File: src/rtl/dmem_responder_if.sv
// dmem_responder_if: memory-stage request/response bundle between the pipeline (master) and the data memory (slave)
interface dmem_responder_if;
  logic        MemReqM;
  logic        MemWriteM;
  logic [31:0] ALUOutM;
  logic [31:0] WriteDataM;
  logic [31:0] ReadDataM;
  logic        MemStallM;
  logic        MemDoneM;
  logic        MisalignM;
  modport master (
    output MemReqM, MemWriteM, ALUOutM, WriteDataM,
    input  ReadDataM, MemStallM, MemDoneM, MisalignM
  );
  modport slave (
    input  MemReqM, MemWriteM, ALUOutM, WriteDataM,
    output ReadDataM, MemStallM, MemDoneM, MisalignM
  );
endinterface

File: src/rtl/dmem_responder.sv
// dmem_responder: fixed-latency word data memory with stall/done handshake; define DMEM_MISALIGN_CHECK_EN to suppress and flag misaligned accesses
module dmem_responder #(
  parameter int DEPTH   = 64,
  parameter int LATENCY = 2
) (
  input logic clk,
  input logic reset,
  dmem_responder_if.slave bus
);
  localparam int AW = $clog2(DEPTH);
  typedef enum logic [1:0] {IDLE, WAIT, DONE} state_t;
  state_t        state;
  logic [3:0]    cnt;
  logic          wr_q;
  logic [AW-1:0] idx_q;
  logic [31:0]   wdata_q;
  logic [31:0]   mem [DEPTH];
  logic          fire;
  logic          ok;
  assign fire = state == WAIT && cnt == 4'd0;
  assign bus.MemStallM = (state == IDLE && bus.MemReqM) || state == WAIT;
`ifdef DMEM_MISALIGN_CHECK_EN
  logic mis_q;
  assign ok = !mis_q;
  always_ff @(posedge clk or negedge reset)
    if (!reset) mis_q <= 1'b0;
    else if (state == IDLE && bus.MemReqM) mis_q <= |bus.ALUOutM[1:0];
`else
  assign ok = 1'b1;
`endif
  always_ff @(posedge clk or negedge reset) begin
    if (!reset) begin
      state         <= IDLE;
      cnt           <= 4'd0;
      wr_q          <= 1'b0;
      idx_q         <= '0;
      wdata_q       <= 32'd0;
      bus.ReadDataM <= 32'd0;
      bus.MemDoneM  <= 1'b0;
      bus.MisalignM <= 1'b0;
    end else begin
      bus.MemDoneM  <= fire;
      bus.MisalignM <= fire && !ok;
      if (state == IDLE && bus.MemReqM) begin
        wr_q    <= bus.MemWriteM;
        idx_q   <= bus.ALUOutM[AW+1:2];
        wdata_q <= bus.WriteDataM;
        cnt     <= 4'(LATENCY - 1);
        state   <= WAIT;
      end else if (state == WAIT) begin
        cnt   <= fire ? cnt : cnt - 4'd1;
        state <= fire ? DONE : WAIT;
        if (fire && !wr_q && ok) bus.ReadDataM <= mem[idx_q];
      end else if (state == DONE) begin
        state <= IDLE;
      end
    end
  end
  // array is not reset; a reset during WAIT leaves state IDLE so no write can fire
  always_ff @(posedge clk)
    if (fire && wr_q && ok) mem[idx_q] <= wdata_q;
endmodule

File: src/flat_wrapper.sv
// flat-port wrapper written by rule: the top's interface ports become plain ports
module dmem_responder_flat 
#(
  parameter int DEPTH   = 64,
  parameter int LATENCY = 2
)
  (clk, reset, bus_MemReqM, bus_MemWriteM, bus_ALUOutM, bus_WriteDataM, bus_ReadDataM, bus_MemStallM, bus_MemDoneM, bus_MisalignM);
  dmem_responder_if bus_i ();
  input logic clk;
  input logic reset;
  input wire logic [$bits(bus_i.MemReqM)-1:0] bus_MemReqM;
  input wire logic [$bits(bus_i.MemWriteM)-1:0] bus_MemWriteM;
  input wire logic [$bits(bus_i.ALUOutM)-1:0] bus_ALUOutM;
  input wire logic [$bits(bus_i.WriteDataM)-1:0] bus_WriteDataM;
  output wire logic [$bits(bus_i.ReadDataM)-1:0] bus_ReadDataM;
  output wire logic [$bits(bus_i.MemStallM)-1:0] bus_MemStallM;
  output wire logic [$bits(bus_i.MemDoneM)-1:0] bus_MemDoneM;
  output wire logic [$bits(bus_i.MisalignM)-1:0] bus_MisalignM;
  assign bus_i.MemReqM = bus_MemReqM;
  assign bus_i.MemWriteM = bus_MemWriteM;
  assign bus_i.ALUOutM = bus_ALUOutM;
  assign bus_i.WriteDataM = bus_WriteDataM;
  assign bus_ReadDataM = bus_i.ReadDataM;
  assign bus_MemStallM = bus_i.MemStallM;
  assign bus_MemDoneM = bus_i.MemDoneM;
  assign bus_MisalignM = bus_i.MisalignM;
  dmem_responder #(.DEPTH(DEPTH), .LATENCY(LATENCY)) u_core (.clk(clk), .reset(reset), .bus(bus_i));
endmodule
File: config.mk
export PLATFORM = sky130hd
export DESIGN_NAME = dmem_responder_flat
export DESIGN_NICKNAME = d
export VERILOG_FILES = /design/src/rtl/dmem_responder_if.sv /design/src/rtl/dmem_responder.sv /design/src/flat_wrapper.sv
export SDC_FILE = /design/constraint.sdc
export NUM_CORES = 2
export LEC_CHECK = 0
export BUFFER_PORTS_ARGS = -buffer_cell sky130_fd_sc_hd__buf_2
export CAP_MARGIN = 20
export CORE_MARGIN = 2
export CORE_UTILIZATION = 62
export DETAILED_ROUTE_END_ITERATION = 10
export PLACE_DENSITY = 0.79
export SYNTH_ARGS = -nofsm -noshare
export SYNTH_HDL_FRONTEND = slang
export SYNTH_SLANG_ARGS = --single-unit
File: constraint.sdc
create_clock -name clk -period 4.4 [get_ports clk]
set_input_delay 0.88 -clock clk [delete_from_list [all_inputs] [get_ports clk]]
set_output_delay 0.88 -clock clk [all_outputs]
set_load 0.01 [all_outputs]
## Word-level counts from Yosys, hierarchy flattened

Memory sizes are Yosys's and may differ from the RTL's. A register that Yosys moved wholly into a read port is not among the register bits.
Index checks and enable logic that the tools add are counted.

- Output and inout bits: 35
- Memories kept: 1
- RAM bits: 2048
- Flip-flop bits (word level): 46
- Word-level logic and storage cells: 34

Memories:

| memory | words | width | rd ports | clocked after memory_dff | wr ports | line | text |
|---|---|---|---|---|---|---|---|
| u_core.mem | 64 | 32 | 1 | 1 | 1 | dmem_responder.sv:17 | `logic [31:0] mem [DEPTH];` |

- Bitwise logic cells: 1
- Muxes and demuxes: 9
- Reduce and logical (&&, ||, !) cells: 13
- Equal/unequal tests: 3
- Add/subtract/negate cells: 1

Operators by type and width:

| cell | number |
|---|---|
| $mux W4 | 3 |
| $mux W2 | 4 |
| $logic_and A1 B1 Y1 | 4 |
| $logic_not A4 Y1 | 1 |
| $sub A4 B1 Y4 const B | 1 |
| $reduce_and A3 Y1 | 1 |
| $reduce_bool A3 Y1 | 1 |
| $eq A2 B1 Y1 const B | 1 |
| $eq A2 B2 Y1 const B | 1 |
| $logic_not A1 Y1 | 2 |
| $logic_not A2 Y1 | 1 |
| $mux W1 | 2 |
| $ne A2 B2 Y1 const B | 1 |
| $reduce_and A2 Y1 | 1 |
| $reduce_bool A2 Y1 | 1 |
| $logic_or A1 B1 Y1 | 1 |
| $not A1 Y1 | 1 |

## Logic depth before layout (Yosys ltp)

- Word-level depth: 5
- Depth in mapped cells: 11
- Mapped depth without buffers: 9

## Worst setup path before layout

OpenSTA, ideal clock, no wires.

- Path kind: reg2reg
- From: register u_core.cnt[0]
- To: memory u_core.mem[55][0] (enable)
- Path buffers: 1
- Clock period less this slack: 3713 ps
- Cell stages (with the launch flop): 10
- Arrival: 3292 ps
- Setup slack: 687 ps
- Cells stage by stage: dfrtp_1 inv_1 ha_1 or3b_1 or3_4 clkinv_2 and2_1 buf_2 nand3_1 nor2_1

- Longest elaborated chain between the ends: 5

RTL lines:

| item | line | text |
|---|---|---|
| start, declared | dmem_responder.sv:13 | `logic [3:0] cnt;` |
| start signal, assigned | dmem_responder.sv:48 | `cnt <= 4'(LATENCY - 1);` |
| start signal, assigned | dmem_responder.sv:51 | `cnt <= fire ? cnt : cnt - 4'd1;` |
| $logic_not A4 Y1 | dmem_responder.sv:20 | `assign fire = state == WAIT && cnt == 4'd0;` |
| $logic_and A1 B1 Y1 | dmem_responder.sv:20 |  |
| via u_core.fire | dmem_responder.sv:18 | `logic fire;` |
| $logic_and A1 B1 Y1 | dmem_responder.sv:61 | `if (fire && wr_q && ok) mem[idx_q] <= wdata_q;` |
| $mux W1 | dmem_responder.sv:61 |  |
| $mux W1 (not written as such) | dmem_responder.sv:61 |  |
| end, declared | dmem_responder.sv:17 |  |

The timed path passes the listed nets, and every way through them passes these cells.

## Worst setup path after layout

- From: register u_core.cnt[1]
- To: memory u_core.mem[47][21] (enable)

The elaborated chain is that of the path after synthesis.

==> results.yml <==
timing:
  worst_slew_pin_slew_ns: 1.226
  maxClockFrequency_ghz: 0.2415
  finalHoldViolCount: 0
  finalSetupViolations: 0
  clock-skew-final_ns: 0.04589
  min_period_over_period_pct: 94.11
  slew_violations: 0
  rsz_0062_raised_after_global_routing: "false"
  setup_tns_ns: 0
  relSlewSlack_pct: 18.08
  finalWorstPathRequiredPeriod_ns: 4.141
clock_network:
  cts.repair.resized: 0
  cts_root_buf: "sky130_fd_sc_hd__clkbuf_16"
  setup_fix_buffers_added_after_clock_tree_synthesis: 0
  clkLatencyLatePin_ns: 0.85
  cts.sinks: 2126
  ctsHoldBuffers: 0
  cts_buffers: 197
  tritoncts_clock_tree: "done"
  htreeDepth: 4
  clock_pin_slew_of_the_registers_on_the_worst_case_setup_and_hold_paths_ns: 0.06
  cts-root-to-sink-buffers: 3
floorplanning:
  core-area_mm2: 0.1296
  row_count: 132
  die_h_um: 365.6
  ios: 103
  floorplan.initialDensity_pct: 62.53
  floorplan.die.width_um: 365.6
  die_area_mm2: 0.1337
routing:
  detail_route.vias_per_cell: 7.247
  detailroute.via_count: 46527
  postRouteAntennaNets: 0
  firstDrtPassIters: 9
  totalWireLength_um: 226600
  wl_per_cell_um: 35.29
  drt-initial-drc-count: 8027
  drcViolationCount: 0
synthesis:
  yosys_warnings: 0
  share_of_the_synthesized_area_in_the_top_cell_type_pct: 75.86
  number_of_storage_elements_in_the_synthesis_netlist: 2126
  ys_types: 67
  synthesis.instances: 4267
  synth_common_cells: "sky130_fd_sc_hd__edfxtp_1 (2048), sky130_fd_sc_hd__mux2i_1 (347), sky130_fd_sc_hd__a221oi_1 (266)"
  yosys.cell_count.top_type: "sky130_fd_sc_hd__edfxtp_1"
  synth.cell_area_mm2: 0.08107
  number_of_enable_type_register_cells_in_the_synthesized_netlist: 2048
  seq_total_area_yosys_pct: 78.27
  synth_top_cell_by_area: "sky130_fd_sc_hd__edfxtp_1"
  yosys_most_used_dff: "sky130_fd_sc_hd__edfxtp_1"
  asyncSetResetFlopFracSynth_pct: 3.669
  synth_top_cells_by_area: "sky130_fd_sc_hd__edfxtp_1 (76%), sky130_fd_sc_hd__mux4_2 (4.6%), sky130_fd_sc_hd__mux2i_1 (4.3%)"
  mappedNetlistNets: 4336
  post_synth.cell_area_avg_um2: 19.00
layout:
  post-route-cell-area_mm2: 0.09195
  n_antenna_cell: 0
  ratio_of_cells_with_drive_above_1_in_the_final_layout_pct: 21.16
  area_delta_synth_final_pct: 13.42
  nNetsFinal: 4582
setup_path:
  crit_chain: "inv_1 -> ha_1 -> or3b_1 -> or3_4 -> clkinv_2 -> and2_1 -> nand3_1 -> buf_4 -> nor2_4 -> buf_4"
  cp_max_stage_cell: "sky130_fd_sc_hd__and2_1"
  worstPathArrival_ns: 4.58
  critPathKind: "reg -> reg"
  critPathMaxFanout: 32
  cp.buffers_inverters: 4
  required_worst_endpoint_ns: 4.84
  cp_top_family: "simple AND/OR/NAND/NOR gates"
  critical_path.endpoint_type: "register"
  worst_path_largest_cell_delay_ns: 0.55
  critical_path.startpoint_type: "register"
  worst_path_most_repeated_cell: "sky130_fd_sc_hd__buf_4"
global_route:
  grt_start_max_net_pins: 89
  number_of_global_route_vias_before_repair: 45354
  grt_overflow: 0
  track_usage_pct: 34.11
  grt_first_pass_wirelength_um: 320400
  initial_antenna_violation_count: 17
power:
  vdd_ir_drop_max_mv: 0.9291
  cellLeakagePower_nw: 29.45
  p_per_area_mw_per_mm2: 684.0
status:
  outcome: "complete, no violations"
placed_design:
  dpl.hpwl_um: 127600
  place.gp.congestion: 0.9048
  postPlaceCellArea_mm2: 0.08503
  number_of_buffers_inserted_by_port_buffering: 75
run:
  max-cap-violations: 0
min_path:
  min_path_type: "in -> async"
[power by group]
| part | internal [mW] | switching (mW) | total, mW |
|---|---|---|---|
| Clock | 9.63 | 7.35 | 17.0 |
| Combinational | 6.09 | 12.9 | 19.0 |
| Sequential | 25.6 | 1.38 | 26.9 |
| Total | 41.3 | 21.6 | 62.9 |
[cells in the final DEF (no fill, tap or decap), types with 43 or more instances in the layout]
| cell type | n |
|---|---|
| sky130_fd_sc_hd__o22ai_1 | 75 |
| sky130_fd_sc_hd__nand2_1 | 82 |
| sky130_fd_sc_hd__edfxtp_1 | 2048 |
| sky130_fd_sc_hd__mux4_2 | 164 |
| sky130_fd_sc_hd__clkbuf_16 | 204 |
| sky130_fd_sc_hd__buf_12 | 65 |
| sky130_fd_sc_hd__mux2_2 | 84 |
| sky130_fd_sc_hd__buf_2 | 74 |
| sky130_fd_sc_hd__buf_4 | 191 |
| sky130_fd_sc_hd__nor2_1 | 146 |
| sky130_fd_sc_hd__dfrtp_1 | 43 |
| sky130_fd_sc_hd__o21ai_0 | 80 |
| sky130_fd_sc_hd__a21oi_1 | 75 |
| sky130_fd_sc_hd__a22oi_1 | 148 |
| sky130_fd_sc_hd__mux2i_1 | 347 |
| sky130_fd_sc_hd__clkbuf_1 | 47 |
| sky130_fd_sc_hd__nor2_4 | 68 |
| sky130_fd_sc_hd__nand3_1 | 52 |
| sky130_fd_sc_hd__a221oi_1 | 266 |
[worst paths after layout]
check / startpoint / end / slack (ns) / depth (start not counted)
worst min-delay path: reset / u_core.wdata_q[13]$_DFFE_PN0P_ / 0.05 / 1
min in group clk: bus_ALUOutM[4] / u_core.idx_q[2]$_DFFE_PN0P_ / 0.28 / 3
worst max register to register: u_core.cnt[1]$_DFFE_PN0P_ / u_core.mem[47][21]$_DFFE_PP_ / 0.26 / 10
worst min register to register: u_core.wdata_q[7]$_DFFE_PN0P_ / u_core.wdata_q[7]$_DFFE_PN0P_ / 0.51 / 1
worst max-delay path: u_core.cnt[1]$_DFFE_PN0P_ / u_core.mem[47][21]$_DFFE_PP_ / 0.26 / 10
max in group asynchronous: reset / u_core.bus.ReadDataM[29]$_DFFE_PN0P_ / 3.34 / 3
[stage by stage]
step                      worst slack (ns)  cells  utilization [%]  hold slack, ns  total power, mW
final                               0.2591   6420            70.92         0.04807            62.89
after global routing                0.1959   6420            70.92         0.06873            64.30
after CTS                           0.4243   6393            70.52          0.2443            61.70
after detailed placement            0.4904   6029            65.58          0.5036            44.94
after global placement              0.6032   6029            65.58          0.4991            44.35
after floorplan                     0.6871   4267                -          0.4889            37.38
[registers in the layout, summed over array words and instances, names as in the netlist]
register              flops
u_core.mem             2048
u_core.bus.ReadDataM     32
u_core.wdata_q           32
u_core.idx_q              6
u_core.cnt                4
u_core.state              2
u_core.bus.MemDoneM       1
u_core.wr_q               1
[metal layers]
| layer | vias to the layer above | part of all wire, % | track usage (%) |
|---|---|---|---|
| met5 | - | 0.14 | 0.7262 |
| met4 | 26 | 4.4 | 14.10 |
| met3 | 733 | 16 | 12.06 |
| met2 | 4113 | 46 | 50.74 |
| met1 | 23457 | 34 | 46.42 |
| li1 | 18198 | - | - |
[final cells by class]
class	instances	area [µm²]
inverters	7	32.53
fillers	7385	37700
repair buffers	331	3110
multi-input cells	1850	16730
well taps	1742	2180
clock inverters	100	935.9
flip-flops and latches	2126	63500
clock buffers	264	5460
[cell families (layout without fill, tap and decap cells)]
group | Yosys count | in the layout | synth area share, %
muxes | 602 | 602 | 10.11
buffers and inverters | 291 | 702 | 1.820
adders and majority gates | 1 | 1 | 0.01543
other | 1 | 1 | 0.004626
xor gates and xnor gates | 2 | 2 | 0.02161
DFF | 2126 | 2126 | 78.27
and+or+nand+nor | 438 | 438 | 2.411
AOI/OAI and AO/OA | 806 | 806 | 7.353
Power figures use the tool's default switching activity.
